$ cat src/rtl/debug_loader.sv
// -----------------------------------------------------------------------------
// debug_loader
//
// Bring-up sequencer for a small core. It optionally zeroes instruction
// memory, accepts a stream of instruction words into IMEM, releases the
// core from reset for a programmed number of cycles, then streams out the
// first DUMP_REGS entries of the core register file. It finally parks in
// DONE until the next reset.
//
// Build option:
//   DBG_LOADER_CLEAR_EN  when defined, every reset is followed by a CLEAR
//                        phase. That phase writes zero to IMEM[0..IMEM_DEPTH-1],
//                        one word per cycle, before loading is allowed.
//                        When undefined, no CLEAR logic is built.
//
// Ports:
//   CLOCK_50                 sole clock, rising edge
//   RSTN_N                   asynchronous active-low reset
//   ld_valid / ld_ready      load word handshake
//   ld_addr  [AW:0]          target IMEM index; one bit wider than the IMEM
//                            index so out-of-range targets can be presented
//                            and dropped
//   ld_data  [XLEN-1:0]      instruction word
//   ld_last                  final load word
//   run_cycles [15:0]        core run length, sampled with the last word
//   imem_we/waddr/wdata      IMEM write port (registered)
//   core_rstn                active-low core reset, high only while running
//   reg_raddr [RW-1:0]       core register file read index
//   reg_rdata [XLEN-1:0]     combinational register file read data
//   dump_valid / dump_ready  register dump handshake
//   dump_idx  [RW-1:0]       register index carried by dump_data
//   dump_data [XLEN-1:0]     register value
//   done                     whole sequence complete
// -----------------------------------------------------------------------------
module debug_loader #(
    parameter int XLEN       = 32,
    parameter int IMEM_DEPTH = 32,
    parameter int NREGS      = 32,
    parameter int DUMP_REGS  = 10,
    localparam int AW        = $clog2(IMEM_DEPTH),
    localparam int LAW       = AW + 1,
    localparam int RW        = $clog2(NREGS)
) (
    input  logic            CLOCK_50,
    input  logic            RSTN_N,
    input  logic            ld_valid,
    output logic            ld_ready,
    input  logic [LAW-1:0]  ld_addr,
    input  logic [XLEN-1:0] ld_data,
    input  logic            ld_last,
    input  logic [15:0]     run_cycles,
    output logic            imem_we,
    output logic [AW-1:0]   imem_waddr,
    output logic [XLEN-1:0] imem_wdata,
    output logic            core_rstn,
    output logic [RW-1:0]   reg_raddr,
    input  logic [XLEN-1:0] reg_rdata,
    output logic            dump_valid,
    input  logic            dump_ready,
    output logic [RW-1:0]   dump_idx,
    output logic [XLEN-1:0] dump_data,
    output logic            done
);

    typedef enum logic [2:0] {
        ST_CLEAR,
        ST_LOAD,
        ST_RUN,
        ST_DUMP,
        ST_DONE
    } state_t;

`ifdef DBG_LOADER_CLEAR_EN
    localparam state_t RST_STATE = ST_CLEAR;
    localparam int     CW        = $clog2(IMEM_DEPTH + 1);
`else
    localparam state_t RST_STATE = ST_LOAD;
`endif

    localparam logic [RW-1:0] LAST_IDX = RW'(DUMP_REGS - 1);

    state_t            state_q, state_d;
    logic              ld_ready_q, ld_ready_d;
    logic              imem_we_q, imem_we_d;
    logic [AW-1:0]     imem_waddr_q, imem_waddr_d;
    logic [XLEN-1:0]   imem_wdata_q, imem_wdata_d;
    logic [15:0]       run_len_q, run_len_d;
    logic [15:0]       run_cnt_q, run_cnt_d;
    logic [RW-1:0]     idx_q, idx_d;
    logic              dump_valid_q, dump_valid_d;
    logic [RW-1:0]     dump_idx_q, dump_idx_d;
    logic [XLEN-1:0]   dump_data_q, dump_data_d;
`ifdef DBG_LOADER_CLEAR_EN
    logic [CW-1:0]     clr_cnt_q, clr_cnt_d;
`endif

    // State and datapath registers. Everything visible on a port is cleared
    // asynchronously so a mid-run reset takes effect without a clock.
    always_ff @(posedge CLOCK_50 or negedge RSTN_N) begin
        if (!RSTN_N) begin
            state_q      <= RST_STATE;
            ld_ready_q   <= 1'b0;
            imem_we_q    <= 1'b0;
            imem_waddr_q <= '0;
            imem_wdata_q <= '0;
            run_len_q    <= '0;
            run_cnt_q    <= '0;
            idx_q        <= '0;
            dump_valid_q <= 1'b0;
            dump_idx_q   <= '0;
            dump_data_q  <= '0;
`ifdef DBG_LOADER_CLEAR_EN
            clr_cnt_q    <= '0;
`endif
        end else begin
            state_q      <= state_d;
            ld_ready_q   <= ld_ready_d;
            imem_we_q    <= imem_we_d;
            imem_waddr_q <= imem_waddr_d;
            imem_wdata_q <= imem_wdata_d;
            run_len_q    <= run_len_d;
            run_cnt_q    <= run_cnt_d;
            idx_q        <= idx_d;
            dump_valid_q <= dump_valid_d;
            dump_idx_q   <= dump_idx_d;
            dump_data_q  <= dump_data_d;
`ifdef DBG_LOADER_CLEAR_EN
            clr_cnt_q    <= clr_cnt_d;
`endif
        end
    end

    always_comb begin
        state_d      = state_q;
        imem_we_d    = 1'b0;
        imem_waddr_d = imem_waddr_q;
        imem_wdata_d = imem_wdata_q;
        run_len_d    = run_len_q;
        run_cnt_d    = run_cnt_q;
        idx_d        = idx_q;
        dump_valid_d = dump_valid_q;
        dump_idx_d   = dump_idx_q;
        dump_data_d  = dump_data_q;
`ifdef DBG_LOADER_CLEAR_EN
        clr_cnt_d    = clr_cnt_q;
`endif

        case (state_q)
            ST_CLEAR: begin
`ifdef DBG_LOADER_CLEAR_EN
                // The counter runs one past the last index so the final zero
                // write is already on the port before LOAD opens.
                if (clr_cnt_q < CW'(IMEM_DEPTH)) begin
                    imem_we_d    = 1'b1;
                    imem_waddr_d = clr_cnt_q[AW-1:0];
                    imem_wdata_d = '0;
                    clr_cnt_d    = clr_cnt_q + CW'(1);
                end else begin
                    state_d = ST_LOAD;
                end
`else
                state_d = ST_LOAD;
`endif
            end

            ST_LOAD: begin
                if (ld_valid && ld_ready_q) begin
                    // Out-of-range targets are consumed but never written.
                    if (ld_addr < LAW'(IMEM_DEPTH)) begin
                        imem_we_d    = 1'b1;
                        imem_waddr_d = ld_addr[AW-1:0];
                        imem_wdata_d = ld_data;
                    end
                    if (ld_last) begin
                        run_len_d = run_cycles;
                        run_cnt_d = '0;
                        state_d   = ST_RUN;
                    end
                end
            end

            ST_RUN: begin
                // Leave on the edge that ends the last running cycle, so
                // core_rstn falls exactly as DUMP begins. A zero length
                // spends one cycle here with the core still held.
                if (run_len_q == 16'd0 || run_cnt_q == run_len_q - 16'd1) begin
                    state_d      = ST_DUMP;
                    idx_d        = '0;
                    dump_valid_d = 1'b0;
                end else begin
                    run_cnt_d = run_cnt_q + 16'd1;
                end
            end

            ST_DUMP: begin
                if (!dump_valid_q) begin
                    // reg_raddr has been stable on idx_q for this whole cycle.
                    dump_data_d  = reg_rdata;
                    dump_idx_d   = idx_q;
                    dump_valid_d = 1'b1;
                end else if (dump_ready) begin
                    dump_valid_d = 1'b0;
                    if (idx_q == LAST_IDX) begin
                        state_d = ST_DONE;
                    end else begin
                        idx_d = idx_q + RW'(1);
                    end
                end
            end

            ST_DONE: begin
                dump_valid_d = 1'b0;
            end

            default: begin
                state_d = RST_STATE;
            end
        endcase

        // Registered so ld_ready stays low through reset and any CLEAR phase.
        ld_ready_d = (state_d == ST_LOAD);
    end

    assign ld_ready   = ld_ready_q;
    assign imem_we    = imem_we_q;
    assign imem_waddr = imem_waddr_q;
    assign imem_wdata = imem_wdata_q;
    // Decoded from state so an asynchronous reset drops it at once.
    assign core_rstn  = (state_q == ST_RUN) && (run_len_q != 16'd0);
    assign reg_raddr  = (state_q == ST_DUMP) ? idx_q : '0;
    assign dump_valid = dump_valid_q;
    assign dump_idx   = dump_idx_q;
    assign dump_data  = dump_data_q;
    assign done       = (state_q == ST_DONE);

endmodule

$ cat config.mk
export PLATFORM = sky130hd
export DESIGN_NAME = debug_loader
export DESIGN_NICKNAME = d
export VERILOG_FILES = /design/src/rtl/debug_loader.sv
export SDC_FILE = /design/constraint.sdc
export NUM_CORES = 1
export LEC_CHECK = 0
export CAP_MARGIN = 40
export CORE_AREA = 2 2 107 109
export CTS_CLUSTER_DIAMETER = 150
export DETAILED_ROUTE_END_ITERATION = 16
export DIE_AREA = 0 0 109 111
export GPL_TIMING_DRIVEN = 1
export PLACE_DENSITY = 0.87
export SLEW_MARGIN = 10
export SYNTH_ARGS = -nofsm -noshare
export SYNTH_HDL_FRONTEND = slang
export SYNTH_SLANG_ARGS = --single-unit
$ cat constraint.sdc
create_clock -name CLOCK_50 -period 5.9 [get_ports CLOCK_50]
set_input_delay 1.77 -clock CLOCK_50 [delete_from_list [all_inputs] [get_ports CLOCK_50]]
set_output_delay 1.77 -clock CLOCK_50 [all_outputs]
set_load 0.01 [all_outputs]
==> summary.txt <==
Outcome
  • Outcome: complete, no violations

Timing
  • Final Cycle Share: 78.6%
  • Max-slew headroom: 48.3%
  • Worst setup margin: 1.26 ns
  • Final setup fails: 0
  • Skew final: 0.00565 ns
  • Slew Viols, Final: 0
  • Final min period: 4.64 ns
  • Final Hold Violating Endpoints: 0
  • Setup TNS: 0 ns
  • Fmax: 216 MHz
  • Worst Max-Slew Pin Slew: 0.775 ns
  • RSZ-0062 raised after global routing: false

Worst setup path
  • CP max stage cell: clkdlybuf4s50_1
  • Cells along the critical path: inv_1, ha_1, nor3b_1, nand4_1, nor3_1, nand2b_1, inv_1, clkdlybuf4s50_1
  • R2R depth: 9
  • CP most frequent cell: inv_1
  • CP max stage delay: 0.48 ns
  • CP Data Arrival Time: 2.87 ns
  • Worst path required time: 4.13 ns
  • Startpoint Class: register
  • Worst path depth: 8
  • Worst-path fanout max: 9
  • CP delay by family, top: simple AND/OR/NAND/NOR gates
  • Crit Path Class: reg -> out
  • Crit path buffers/inverters: 3
  • Crit path capture type: output pin

Synth
  • Ys async rst share: 100%
  • Syn Inst Count: 545
  • Top area cells in the synthesized netlist: dfrtp_1, nand2_1, mux2_2
  • Ys flop type: dfrtp_1
  • Distinct cells, synth: 55
  • Fraction of the yosys area taken by sequential cells: 54.7%
  • Commonest cells post-synth: nand2_1, dfrtp_1, mux2_2
  • Yosys top cell area share: 54.2%
  • Avg Synthesized Cell Area: 9.83 µm²
  • Cell taking the most area after synthesis: dfrtp_1
  • Mapped Nets: 640
  • Most common cell in the synthesized netlist: nand2_1
  • FF+latch count, synth: 117
  • EDFF count, synth: 0
  • Synth Warn #: 0
  • Area of the mapped netlist: 5360 µm²

Power
  • Sw Share: 33.7%
  • PD cells: 541 nW/µm²
  • Clock share of power: 25.5%
  • Combinational power share: 39.7%
  • Worst VDD drop: 388 µV
  • Register share of total power: 34.8%
  • Switching power: 0.00144 W
  • Cell Int Power: 0.00284 W
  • Leak: 3.52 nW

GRT
  • Grt total ovfl: 0
  • Initial antenna violation count: 0
  • Largest net degree at the start of global routing: 50
  • First-pass GRT wire length: 23600 µm
  • Vias in the first global route: 4811
  • Total track usage: 25.3%

Die
  • Total Die Area: 12100 µm²
  • Die Width: 109 µm
  • I/O pin count: 175
  • Core Footprint: 11100 µm²
  • Die Ht: 111 µm
  • Starting Density: 48.4%
  • Row count: 39

Clock tree
  • Setup bufs post-CTS: 0
  • CTS Buffer Depth: 2
  • H-tree depth: 4
  • Post-CTS sizing: 0
  • Total CTS buffers: 17
  • Worst skew pair latency: 0.41 ns
  • Hold-fix buffers, CTS: 0
  • CTS tree: built
  • CTS sink cnt: 117
  • Clock Root Buffer: clkbuf_16
  • CTS clk-pin slew, worst paths: 0.05 ns

Finish
  • Fillcell total: 753
  • Post-layout nets: 816
  • Antenna Cells: 0
  • Final Core Density: 71.4%
  • Final std cells w/o fill: 877
  • Area delta synth->final: 47.7%
  • Share of layout cells above drive strength 1: 11.7%

Drt
  • Via count: 4676
  • DRT iter0 DRCs: 258
  • Remaining DRCs: 0
  • Detail Route Antenna Nets: 0
  • Vias per std cell: 5.33
  • WL final: 14300 µm
  • Initial DRT Pass Iterations: 5
  • Avg WL per Cell: 16.3 µm

Min path
  • Worst min path class: reg -> reg
  • Worst hold stages: 2

Placement
  • Hpwl dp: 10000 µm
  • DP Worst Slack: 1.71 ns
  • PortBufs: 174
  • GPL Wtd Cong: 0.928
  • Placed cells: 845

Run
  • Max cap viols: 0
==> power groups by stage <==
| stage | Sequential, W | Clock, W | Combinational [W] |
|---|---|---|---|
| after floorplan | 0.00152 | 0 | 0.000826 |
| after global placement | 0.00146 | 0 | 0.00163 |
| after detailed placement | 0.00149 | 0 | 0.00169 |
| after CTS | 0.00148 | 0.00111 | 0.00171 |
| after global routing | 0.00154 | 0.00114 | 0.00184 |
| final | 0.00149 | 0.00109 | 0.00170 |
==> worst paths after layout <==
kind                                              end  slack (ns)                       start
max                                         core_rstn        1.26    run_len_q[0]$_DFFE_PN0P_
min                        imem_wdata[30]$_DFFE_PN0P_        0.47  imem_wdata[30]$_DFFE_PN0P_
max reg2reg                 run_cnt_q[11]$_DFFE_PN0P_        2.84    run_len_q[8]$_DFFE_PN0P_
min reg2reg                imem_wdata[30]$_DFFE_PN0P_        0.47  imem_wdata[30]$_DFFE_PN0P_
max in group asynchronous        state_q[0]$_DFF_PN1_        3.44                      RSTN_N
min in group asynchronous   dump_data[24]$_DFFE_PN0P_        1.33                      RSTN_N
==> registers in the layout, summed over array words and instances, names as in the netlist <==
| signal | count |
|---|---|
| dump_data | 32 |
| dump_idx | 5 |
| dump_valid | 1 |
| idx_q | 5 |
| imem_waddr | 5 |
| imem_wdata | 32 |
| imem_we | 1 |
| ld_ready | 1 |
| run_cnt_q | 16 |
| run_len_q | 16 |
| state_q | 3 |
==> logic make-up after synthesis <==
family | Yosys count | share of synthesized area (%)
compound gates | 61 | 7.33
xor+xnor | 21 | 3.43
fa+ha+maj | 4 | 0.934
buf+inv | 36 | 2.69
flops | 117 | 54.7
mux | 39 | 8.15
simple gates | 267 | 22.8
==> layout by cell type, fill, tap and decap left out, types with 9 or more instances in the layout <==
cell               n
nand3_1            9
nor3_1            12
nor2_1            16
clkdlybuf4s50_1  173
o21ai_0           19
xnor2_1           14
a21oi_1           13
dfrtp_1          116
mux2_2            37
inv_1             12
clkbuf_16         17
nand2_1          177
==> tightest hold or removal path: cells and delay by family, from the launching register on <==
kind          cells  cell delay (ns)
flops             1             0.34
simple gates      2             0.10
==> per-layer routing <==
| layer | vias to the layer above | share of wire (%) | global-route usage, % |
|---|---|---|---|
| li1 | 2203 | - | - |
| met1 | 2272 | 39 | 30.2 |
| met2 | 179 | 52 | 41.4 |
| met3 | 22 | 7.2 | 9.47 |
| met4 | 0 | 1.6 | 9.23 |
| met5 | - | 0 | 0 |
==> area by class of cell <==
cell class	instances	area, µm²	share of cell area, %
Multi-Input combinational cell	392	2290	29.0
Timing Repair Buffer	181	1840	23.2
Inverter	12	45.0	0.570
Tap cell	143	179	2.26
Clock inverter	9	149	1.88
Clock buffer	23	478	6.04
Sequential cell	117	2930	37.0
==> stage by stage <==
step,power (W),hold slack [ns],area (µm²)
2_1_floorplan,0.00234,0.480,5360
3_3_place_gp,0.00308,0.457,7220
3_5_place_dp,0.00317,0.462,7280
4_1_cts,0.00430,0.475,7910
5_1_grt,0.00452,0.492,7910
6_report,0.00428,0.471,7910
Power figures use the tool's default switching activity.
